==> src/rtl/reg_load_arbiter_if.sv <==
// Bundle between requesters, reg_load_arbiter and the shared register.
// REG_LOAD_ARB_READBACK_EN adds the REG_DOUT readback input and the sticky ERR flag.
interface reg_load_arbiter_if #(
  parameter int NREQ = 4,
  parameter int DW   = 8
);
  logic [NREQ-1:0]    REQ;
  logic [NREQ-1:0]    REQ_CLR;
  logic [NREQ*DW-1:0] REQ_DATA;
  logic [NREQ-1:0]    GNT;
  logic [NREQ-1:0]    ACK;
  logic               BUSY;
  logic [DW-1:0]      REG_DIN;
  logic               REG_LOADn;
  logic               REG_CLR;
`ifdef REG_LOAD_ARB_READBACK_EN
  logic [DW-1:0]      REG_DOUT;
  logic               ERR;

  modport master (
    output REQ, REQ_CLR, REQ_DATA, REG_DOUT,
    input  GNT, ACK, BUSY, REG_DIN, REG_LOADn, REG_CLR, ERR
  );
  modport slave (
    input  REQ, REQ_CLR, REQ_DATA, REG_DOUT,
    output GNT, ACK, BUSY, REG_DIN, REG_LOADn, REG_CLR, ERR
  );
`else
  modport master (
    output REQ, REQ_CLR, REQ_DATA,
    input  GNT, ACK, BUSY, REG_DIN, REG_LOADn, REG_CLR
  );
  modport slave (
    input  REQ, REQ_CLR, REQ_DATA,
    output GNT, ACK, BUSY, REG_DIN, REG_LOADn, REG_CLR
  );
`endif
endinterface

==> src/rtl/reg_load_arbiter.sv <==
// Round-robin arbiter sharing one register between NREQ load/clear requesters.
// Optional REG_LOAD_ARB_READBACK_EN inserts a VERIFY state that checks REG_DOUT.
module reg_load_arbiter #(
  parameter int NREQ = 4,
  parameter int DW   = 8
) (
  input logic               CLK,
  input logic               RESETn,
  reg_load_arbiter_if.slave bus
);
  localparam int IW = (NREQ > 1) ? $clog2(NREQ) : 1;

  typedef enum logic [2:0] {
    S_IDLE,
    S_SETUP,
    S_STROBE,
`ifdef REG_LOAD_ARB_READBACK_EN
    S_VERIFY,
`endif
    S_ACK
  } state_t;

  state_t          state_reg, state_next;
  logic [IW-1:0]   win_reg, win_next;
  logic [IW-1:0]   last_reg, last_next;
  logic            clr_reg, clr_next;
  logic [NREQ-1:0] gnt_reg, gnt_next;
  logic [NREQ-1:0] ack_reg, ack_next;
  logic            busy_reg, busy_next;
  logic [DW-1:0]   din_reg, din_next;
  logic            loadn_reg, loadn_next;
  logic            strb_reg, strb_next;
`ifdef REG_LOAD_ARB_READBACK_EN
  logic            err_reg, err_next;
`endif

  logic [DW-1:0]     data_arr [NREQ];
  logic [2*NREQ-1:0] req2;
  logic [IW:0]       shamt;
  logic [NREQ-1:0]   rot;
  logic [IW-1:0]     off;
  logic [IW:0]       sum;
  logic [IW-1:0]     pick;

  genvar gi;
  generate
    for (gi = 0; gi < NREQ; gi++) begin : g_split
      assign data_arr[gi] = bus.REQ_DATA[gi*DW +: DW];
    end
  endgenerate

  // Rotate so bit 0 of rot is requester last+1; the lowest set bit wins.
  assign req2  = {bus.REQ, bus.REQ};
  assign shamt = {1'b0, last_reg} + 1'b1;
  assign rot   = NREQ'(req2 >> shamt);

  always_comb begin
    off = '0;
    for (int j = NREQ - 1; j >= 0; j--) begin
      if (rot[j]) off = IW'(j);
    end
  end

  assign sum  = {1'b0, last_reg} + {1'b0, off} + 1'b1;
  assign pick = (sum >= (IW+1)'(NREQ)) ? IW'(sum - (IW+1)'(NREQ)) : IW'(sum);

  always_comb begin
    state_next = state_reg;
    win_next   = win_reg;
    last_next  = last_reg;
    clr_next   = clr_reg;
    gnt_next   = gnt_reg;
    ack_next   = '0;
    busy_next  = busy_reg;
    din_next   = din_reg;
    loadn_next = 1'b1;
    strb_next  = 1'b0;
`ifdef REG_LOAD_ARB_READBACK_EN
    err_next   = err_reg;
`endif
    case (state_reg)
      S_IDLE: begin
        if (|bus.REQ) begin
          state_next = S_SETUP;
          win_next   = pick;
          clr_next   = bus.REQ_CLR[pick];
          gnt_next   = NREQ'(1) << pick;
          busy_next  = 1'b1;
          din_next   = bus.REQ_CLR[pick] ? '0 : data_arr[pick];
        end
      end
      S_SETUP: begin
        state_next = S_STROBE;
        loadn_next = clr_reg;
        strb_next  = clr_reg;
      end
`ifdef REG_LOAD_ARB_READBACK_EN
      S_STROBE: state_next = S_VERIFY;
      S_VERIFY: begin
        state_next = S_ACK;
        ack_next   = gnt_reg;
        last_next  = win_reg;
        // din_reg already holds zero for a clear, so it is the expected readback.
        if (bus.REG_DOUT != din_reg) err_next = 1'b1;
      end
`else
      S_STROBE: begin
        state_next = S_ACK;
        ack_next   = gnt_reg;
        last_next  = win_reg;
      end
`endif
      S_ACK: begin
        state_next = S_IDLE;
        gnt_next   = '0;
        busy_next  = 1'b0;
      end
      default: state_next = S_IDLE;
    endcase
  end

  always_ff @(posedge CLK) begin
    if (!RESETn) begin
      state_reg <= S_IDLE;
      win_reg   <= '0;
      last_reg  <= IW'(NREQ - 1);
      clr_reg   <= 1'b0;
      gnt_reg   <= '0;
      ack_reg   <= '0;
      busy_reg  <= 1'b0;
      din_reg   <= '0;
      loadn_reg <= 1'b1;
      strb_reg  <= 1'b0;
`ifdef REG_LOAD_ARB_READBACK_EN
      err_reg   <= 1'b0;
`endif
    end else begin
      state_reg <= state_next;
      win_reg   <= win_next;
      last_reg  <= last_next;
      clr_reg   <= clr_next;
      gnt_reg   <= gnt_next;
      ack_reg   <= ack_next;
      busy_reg  <= busy_next;
      din_reg   <= din_next;
      loadn_reg <= loadn_next;
      strb_reg  <= strb_next;
`ifdef REG_LOAD_ARB_READBACK_EN
      err_reg   <= err_next;
`endif
    end
  end

  assign bus.GNT       = gnt_reg;
  assign bus.ACK       = ack_reg;
  assign bus.BUSY      = busy_reg;
  assign bus.REG_DIN   = din_reg;
  assign bus.REG_LOADn = loadn_reg;
  assign bus.REG_CLR   = strb_reg;
`ifdef REG_LOAD_ARB_READBACK_EN
  assign bus.ERR       = err_reg;
`endif
endmodule

==> src/flat_wrapper.sv <==
// flat-port wrapper written by rule: the top's interface ports become plain ports
module reg_load_arbiter_flat 
#(
  parameter int NREQ = 4,
  parameter int DW   = 8
)
  (CLK, RESETn, bus_REQ, bus_REQ_CLR, bus_REQ_DATA, bus_GNT, bus_ACK, bus_BUSY, bus_REG_DIN, bus_REG_LOADn, bus_REG_CLR);
  reg_load_arbiter_if #(.NREQ(NREQ), .DW(DW)) bus_i ();
  input logic CLK;
  input logic RESETn;
  input wire logic [$bits(bus_i.REQ)-1:0] bus_REQ;
  input wire logic [$bits(bus_i.REQ_CLR)-1:0] bus_REQ_CLR;
  input wire logic [$bits(bus_i.REQ_DATA)-1:0] bus_REQ_DATA;
  output wire logic [$bits(bus_i.GNT)-1:0] bus_GNT;
  output wire logic [$bits(bus_i.ACK)-1:0] bus_ACK;
  output wire logic [$bits(bus_i.BUSY)-1:0] bus_BUSY;
  output wire logic [$bits(bus_i.REG_DIN)-1:0] bus_REG_DIN;
  output wire logic [$bits(bus_i.REG_LOADn)-1:0] bus_REG_LOADn;
  output wire logic [$bits(bus_i.REG_CLR)-1:0] bus_REG_CLR;
  assign bus_i.REQ = bus_REQ;
  assign bus_i.REQ_CLR = bus_REQ_CLR;
  assign bus_i.REQ_DATA = bus_REQ_DATA;
  assign bus_GNT = bus_i.GNT;
  assign bus_ACK = bus_i.ACK;
  assign bus_BUSY = bus_i.BUSY;
  assign bus_REG_DIN = bus_i.REG_DIN;
  assign bus_REG_LOADn = bus_i.REG_LOADn;
  assign bus_REG_CLR = bus_i.REG_CLR;
  reg_load_arbiter #(.NREQ(NREQ), .DW(DW)) u_core (.CLK(CLK), .RESETn(RESETn), .bus(bus_i));
endmodule
==> config.mk <==
export PLATFORM = sky130hd
export DESIGN_NAME = reg_load_arbiter_flat
export DESIGN_NICKNAME = d
export VERILOG_FILES = /design/src/rtl/reg_load_arbiter_if.sv /design/src/rtl/reg_load_arbiter.sv /design/src/flat_wrapper.sv
export SDC_FILE = /design/constraint.sdc
export NUM_CORES = 1
export LEC_CHECK = 0
export ABC_CLOCK_PERIOD_IN_PS = 3200
export BUFFER_PORTS_ARGS = -buffer_cell sky130_fd_sc_hd__buf_2
export CORE_ASPECT_RATIO = 0.9
export CORE_MARGIN = 5
export CORE_UTILIZATION = 49
export DETAILED_ROUTE_END_ITERATION = 8
export PLACE_DENSITY_LB_ADDON = 0.08
export SLEW_MARGIN = 10
export SYNTH_ARGS = -nofsm -noshare
export SYNTH_HDL_FRONTEND = slang
export SYNTH_SLANG_ARGS = --single-unit
export TNS_END_PERCENT = 5
==> constraint.sdc <==
create_clock -name CLK -period 3.2 [get_ports CLK]
set_input_delay 0.16 -clock CLK [delete_from_list [all_inputs] [get_ports CLK]]
set_output_delay 0.16 -clock CLK [all_outputs]
set_load 0.05 [all_outputs]
Yosys cells after proc, flatten, opt, wreduce, memory -nomap -nowiden --
Index checks and enable logic that the tools add are counted.
Storage, ports and cells: register bits after elaboration 27, bits of input ports 42, word-level logic and storage cells 48
Cells by class: magnitude comparators 3, bitwise operators 1, $add $sub $neg 4, mux-type cells 17, equal/unequal tests 4, shift operators 2, reduce and logical (&&, ||, !) cells 7
Operators by type and width (count):
- 8-bit two-way mux | 3
- 8-bit binary-select mux with 2-bit select | 1
- 2-bit two-way mux | 5
- 3-bit one-hot mux with 3 select lines | 1
- 4-bit one-hot mux with 2 select lines | 1
- 2-bit AND reduction | 4
- 8-bit by 3-bit >> shifter with 4-bit output | 1
- 3-bit by 2-bit equality test with 1-bit output, second input constant | 2
- 3-bit >= comparator, second input constant | 2
- 4-bit two-way mux | 1
- 4-bit OR reduction | 1
- 1-bit by 2-bit left shift with 4-bit output, first input constant | 1
- 2-bit by 1-bit adder with 3-bit output, second input constant | 1
- 2-bit by 2-bit adder with 3-bit output | 1
- 3-bit by 1-bit adder with 3-bit output, second input constant | 1
- 3-bit by 1-bit equality test with 1-bit output, second input constant | 1
- 3-bit logical NOT | 1
- 2-bit by 3-bit < comparator with 1-bit output, second input constant | 1
- 3-bit two-way mux | 1
- 2-bit inverter with 3-bit output | 1
- 1-bit binary-select mux with 2-bit select | 1
- 1-bit two-way mux | 2
- 2-bit by 1-bit inequality test with 1-bit output, second input constant | 1
- 1-bit one-hot mux with 2 select lines | 1
- 2 further kinds | 2

Depth between registers and ports, before layout --
depth in word-level cells 15, mapped depth 11, gate-level depth less buffers 9

Least setup slack after synthesis --
OpenSTA, ideal clock, no wires.
path kind register to register, from reg u_core.last_reg[0], to reg u_core.din_reg[0] (netlist: u_core.bus.REG_DIN[0]), slack 0.667 ns, arrival time 2.402 ns, buffers on the path 1, cell stages (with the launch flop) 9, period minus slack after synthesis 2.533 ns, cell sequence dfxtp_1 > nor2_1 > a221o_1 > a221oi_1 > ha_1 > buf_1 > mux2_2 > a221oi_1 > a211oi_2
On the way: word-level cells in the longest chain between the ends 15, elaborated cells on any way between the ends 18, classes of those cells 4 x add/sub; 1 x order compare; 1 x shift; 11 x mux; 1 x bitwise
RTL lines:
- from (decl) | line reg_load_arbiter.sv:25 | logic [IW-1:0] last_reg, last_next;
- from (signal assigned) | line reg_load_arbiter.sv:126 | last_reg <= IW'(NREQ - 1);
- from (signal assigned) | line reg_load_arbiter.sv:140 | last_reg <= last_next;
- 2-bit by 1-bit adder with 3-bit output | line reg_load_arbiter.sv:54 | assign shamt = {1'b0, last_reg} + 1'b1;
- 8-bit by 3-bit >> shifter with 4-bit output | line reg_load_arbiter.sv:55 | assign rot = NREQ'(req2 >> shamt);
- 2-bit two-way mux (4 in series) | line reg_load_arbiter.sv:60 | if (rot[j]) off = IW'(j);
- 2-bit by 2-bit adder with 3-bit output (*) | line reg_load_arbiter.sv:64 | assign sum = {1'b0, last_reg} + {1'b0, off} + 1'b1;
- 3-bit by 1-bit adder with 3-bit output (*) | line reg_load_arbiter.sv:64
- 3-bit >= comparator / 2-bit by 1-bit subtractor with 2-bit output (equally long branches) | line reg_load_arbiter.sv:65 | assign pick = (sum >= (IW+1)'(NREQ)) ? IW'(sum - (IW+1)'(NREQ)) : IW'(sum);
- 2-bit two-way mux (*) | line reg_load_arbiter.sv:65
- 2-bit inverter with 3-bit output (implied by the code) | line reg_load_arbiter.sv:89 | din_next = bus.REQ_CLR[pick] ? '0 : data_arr[pick];
- 8-bit binary-select mux with 2-bit select | line reg_load_arbiter.sv:89
- 8-bit two-way mux (implied by the code) (2 in series) | line reg_load_arbiter.sv:89
- 8-bit two-way mux (*) | line reg_load_arbiter.sv:89
- to (signal assigned) | line reg_load_arbiter.sv:145 | din_reg <= din_next;
- to (decl) | line reg_load_arbiter.sv:30 | logic [DW-1:0] din_reg, din_next;
Every way passes the cells marked *; elsewhere a longest branch is shown, timed or not. The select of a mux whose other input is x is not followed. A chain may end at the register's enable or synchronous reset.

Final worst setup path --
Ends and elaborated chain as after synthesis.

==> impl_metrics.csv <==
group,metric,value,unit
run_status,run_status,"finished, final reports clean",
worst_setup_path,cp.required,3.36,ns
floorplan,die-area,4610,um^2
clock_network,post_cts.repair.setup_buffers,0,
timing,layout_min_cycle_time,2.89,ns
layout,syn_to_final_growth,22.9,%
global_routing,antenna_found_initial,0,
run,maxCapViolations,0,
synth,ys_warn_count,0,
synth,ys.flop_type,"dfxtp_1",
power_and_ir_drop,vdd_drop_max,0.477,mV
synth,seq_area_frac_synth,0.317,
worst_setup_path,crit_path_start_kind,"flip-flop",
timing,final.setup_skew,0.00396,ns
global_routing,grt_pass1_wl,6940,um
synth,synth_edf_count,0,
synth,async_reset_ff_frac,0,
clock_network,clock_sinks,26,
placed_design,hpwl,3180,um
layout,fin_nets,284,
clock_network,cts_hold_buf,0,
timing,slew_headroom,0.377,
clock_network,cts_tree,"yes",
floorplan,ios,61,
timing,period_share,0.903,
synth,synthesis.nets,228,
worst_setup_path,crit_path_end_kind,"flip-flop",
layout,drive_gt1_frac,0.397,
floorplan,die_w,71.0,um
layout,largest_reg_flops,8,
clock_network,clkLatencyLatePin,0.27,ns
global_routing,grt_max_degree,28,
clock_network,clk_path_buf_depth,2,
hold_path,holdCritPathClass,"input port to flip-flop",
clock_network,path_clk_slew,0.09,ns
floorplan,rows,20,
synth,synth_area_leaders,"dfxtp_1, mux2_2, a211oi_2",
clock_network,ctsHtreeMaxLevel,1,
clock_network,ctsRootBufferMaster,"clkbuf_8",
timing,report.final.hold_viol_count,0,
synth,synthesis.instances,179,
route,vias_per_cell,5.49,
power_and_ir_drop,leakagePower,0.949,nW
synth,synth_area,1640,um^2
route,drc,0,
global_routing,overflow,0,
synth,synth_commonest_cells,"dfxtp_1, nor2_1, nand2_1",
layout,n_antenna_cell,0,
timing,fmax,346,MHz
route,vias,1527,
worst_setup_path,critPathKind,"flip-flop to flip-flop",
synth,synth_top_area_frac,0.317,
global_routing,grtUsageTotal,0.185,
route,first_pass_iters,5,
power_and_ir_drop,p_per_area,1130,nW/um^2
floorplan,core,3300,um^2
route,avgRoutedWirePerCell,15.0,um
floorplan,die_h,64.9,um
timing,worst_pin_slew,0.908,ns
route,antenna_left,0,
global_routing,first_global_vias,1546,
timing,setup_viol_count_final,0,
placed_design,place_congestion,0.767,
worst_setup_path,path_max_fanout,16,
route,wl,4180,um
placed_design,io_buffers,60,
power_and_ir_drop,p_total,2.28,mW
timing,slew_viol_final,0,
floorplan,start_util,0.497,
timing,rsz0062_at_grt,"false",
synth,yosys.cell_types.count,45,
clock_network,numCtsBuffers,3,
synth,synth-seq-cells,26,
synth,syn_avg_cell_area,9.17,um^2
clock_network,post_cts_resized,0,
worst_setup_path,crit_arrival,3.05,ns
timing,fin_tns_setup,0,ns
route,drt_iter0_drc,27,
synth,yosys.area.top_type,"dfxtp_1",
[cell type report]
cell class | instances | area (um^2)
fillers | 309 | 1290
multi-input cells | 136 | 1020
flip-flops and latches | 26 | 520
repair buffers | 65 | 338
well taps | 44 | 55.1
clock buffers | 3 | 41.3
clock inverters | 1 | 30.0
inverters | 3 | 11.3
[where the power goes]
part | total, mW | leakage, nW | internal (mW) | switching, mW
sequential | 0.503 | 0.214 | 0.429 | 0.0739
clock | 0.274 | 0.0357 | 0.167 | 0.107
combinational | 1.50 | 0.699 | 0.571 | 0.929
total | 2.28 | 0.949 | 1.17 | 1.11
[worst max-delay path, cell delays in order (launching register included)]
cell and delay (ns):
dfxtp_1 0.46, nor2_1 0.09, a221o_1 0.35, a221oi_1 0.35, ha_1 0.24, xnor2_1 0.08
or3_1 0.67, a221oi_1 0.46, a211oi_2 0.08
[stage by stage]
step	util	worst slack, ns	area [um^2]	instances	hold slack (ns)
3_5_place_dp	0.589	0.378	1950	274	0.454
6_report	0.611	0.311	2020	278	0.245
5_1_grt	0.611	0.140	2020	278	0.271
4_1_cts	0.611	0.319	2020	278	0.237
2_1_floorplan	-	0.667	1640	179	0.299
3_3_place_gp	0.589	0.485	1950	274	0.452
[worst paths after layout]
kind | start | endpoint | slack, ns | cells past startpoint
max | u_core.last_reg[0] | u_core.bus.REG_DIN[0] | 0.31 | 8
min | RESETn | u_core.last_reg[1] | 0.25 | 2
max reg2reg | u_core.last_reg[0] | u_core.bus.REG_DIN[0] | 0.31 | 8
min reg2reg | u_core.bus.GNT[0] | u_core.bus.GNT[0] | 0.47 | 2
[routing by layer]
layer  part of all wire  track usage  wire, um  vias to the layer above
met4             0.0096       0.0516        40                        0
met3              0.038       0.0279       160                        5
met2               0.51        0.329      2140                       35
met1               0.44        0.231      1840                      720
li1                   -            -         -                      767
met5                  0            0         0                        -
[cell usage in the layout (no fill, tap or decap), types with 2 or more instances in the layout]
cell / synthesis / final
buf_2: 3 / 60
nor2_1: 26 / 26
dfxtp_1: 26 / 26
nand2_1: 11 / 11
mux2i_1: 10 / 10
o21ai_0: 9 / 9
mux2_2: 9 / 9
a211oi_2: 8 / 8
ha_1: 7 / 7
nor2b_1: 5 / 5
and3_1: 5 / 5
a221oi_2: 5 / 5
buf_4: 1 / 5
a221oi_1: 4 / 4
inv_1: 3 / 3
nand3_1: 3 / 3
a21boi_0: 3 / 3
a21boi_1: 3 / 3
a21oi_1: 3 / 3
clkbuf_8: 0 / 3
or3_1: 2 / 2
o31ai_1: 3 / 2
[logic make-up (layout without fill, tap and decap cells)]
logic type                 count (synthesis)  in the layout  share of synthesized area
and+or+nand+nor                           60             60                      0.175
AOI/OAI and AO/OA                         49             49                      0.263
DFF                                       26             26                      0.317
muxes                                     19             19                      0.123
buffers and inverters                     17             72                     0.0640
adders and majority gates                  7              7                     0.0534
xor gates and xnor gates                   1              1                    0.00534
No activity file was read; power rests on OpenSTA's default activity.
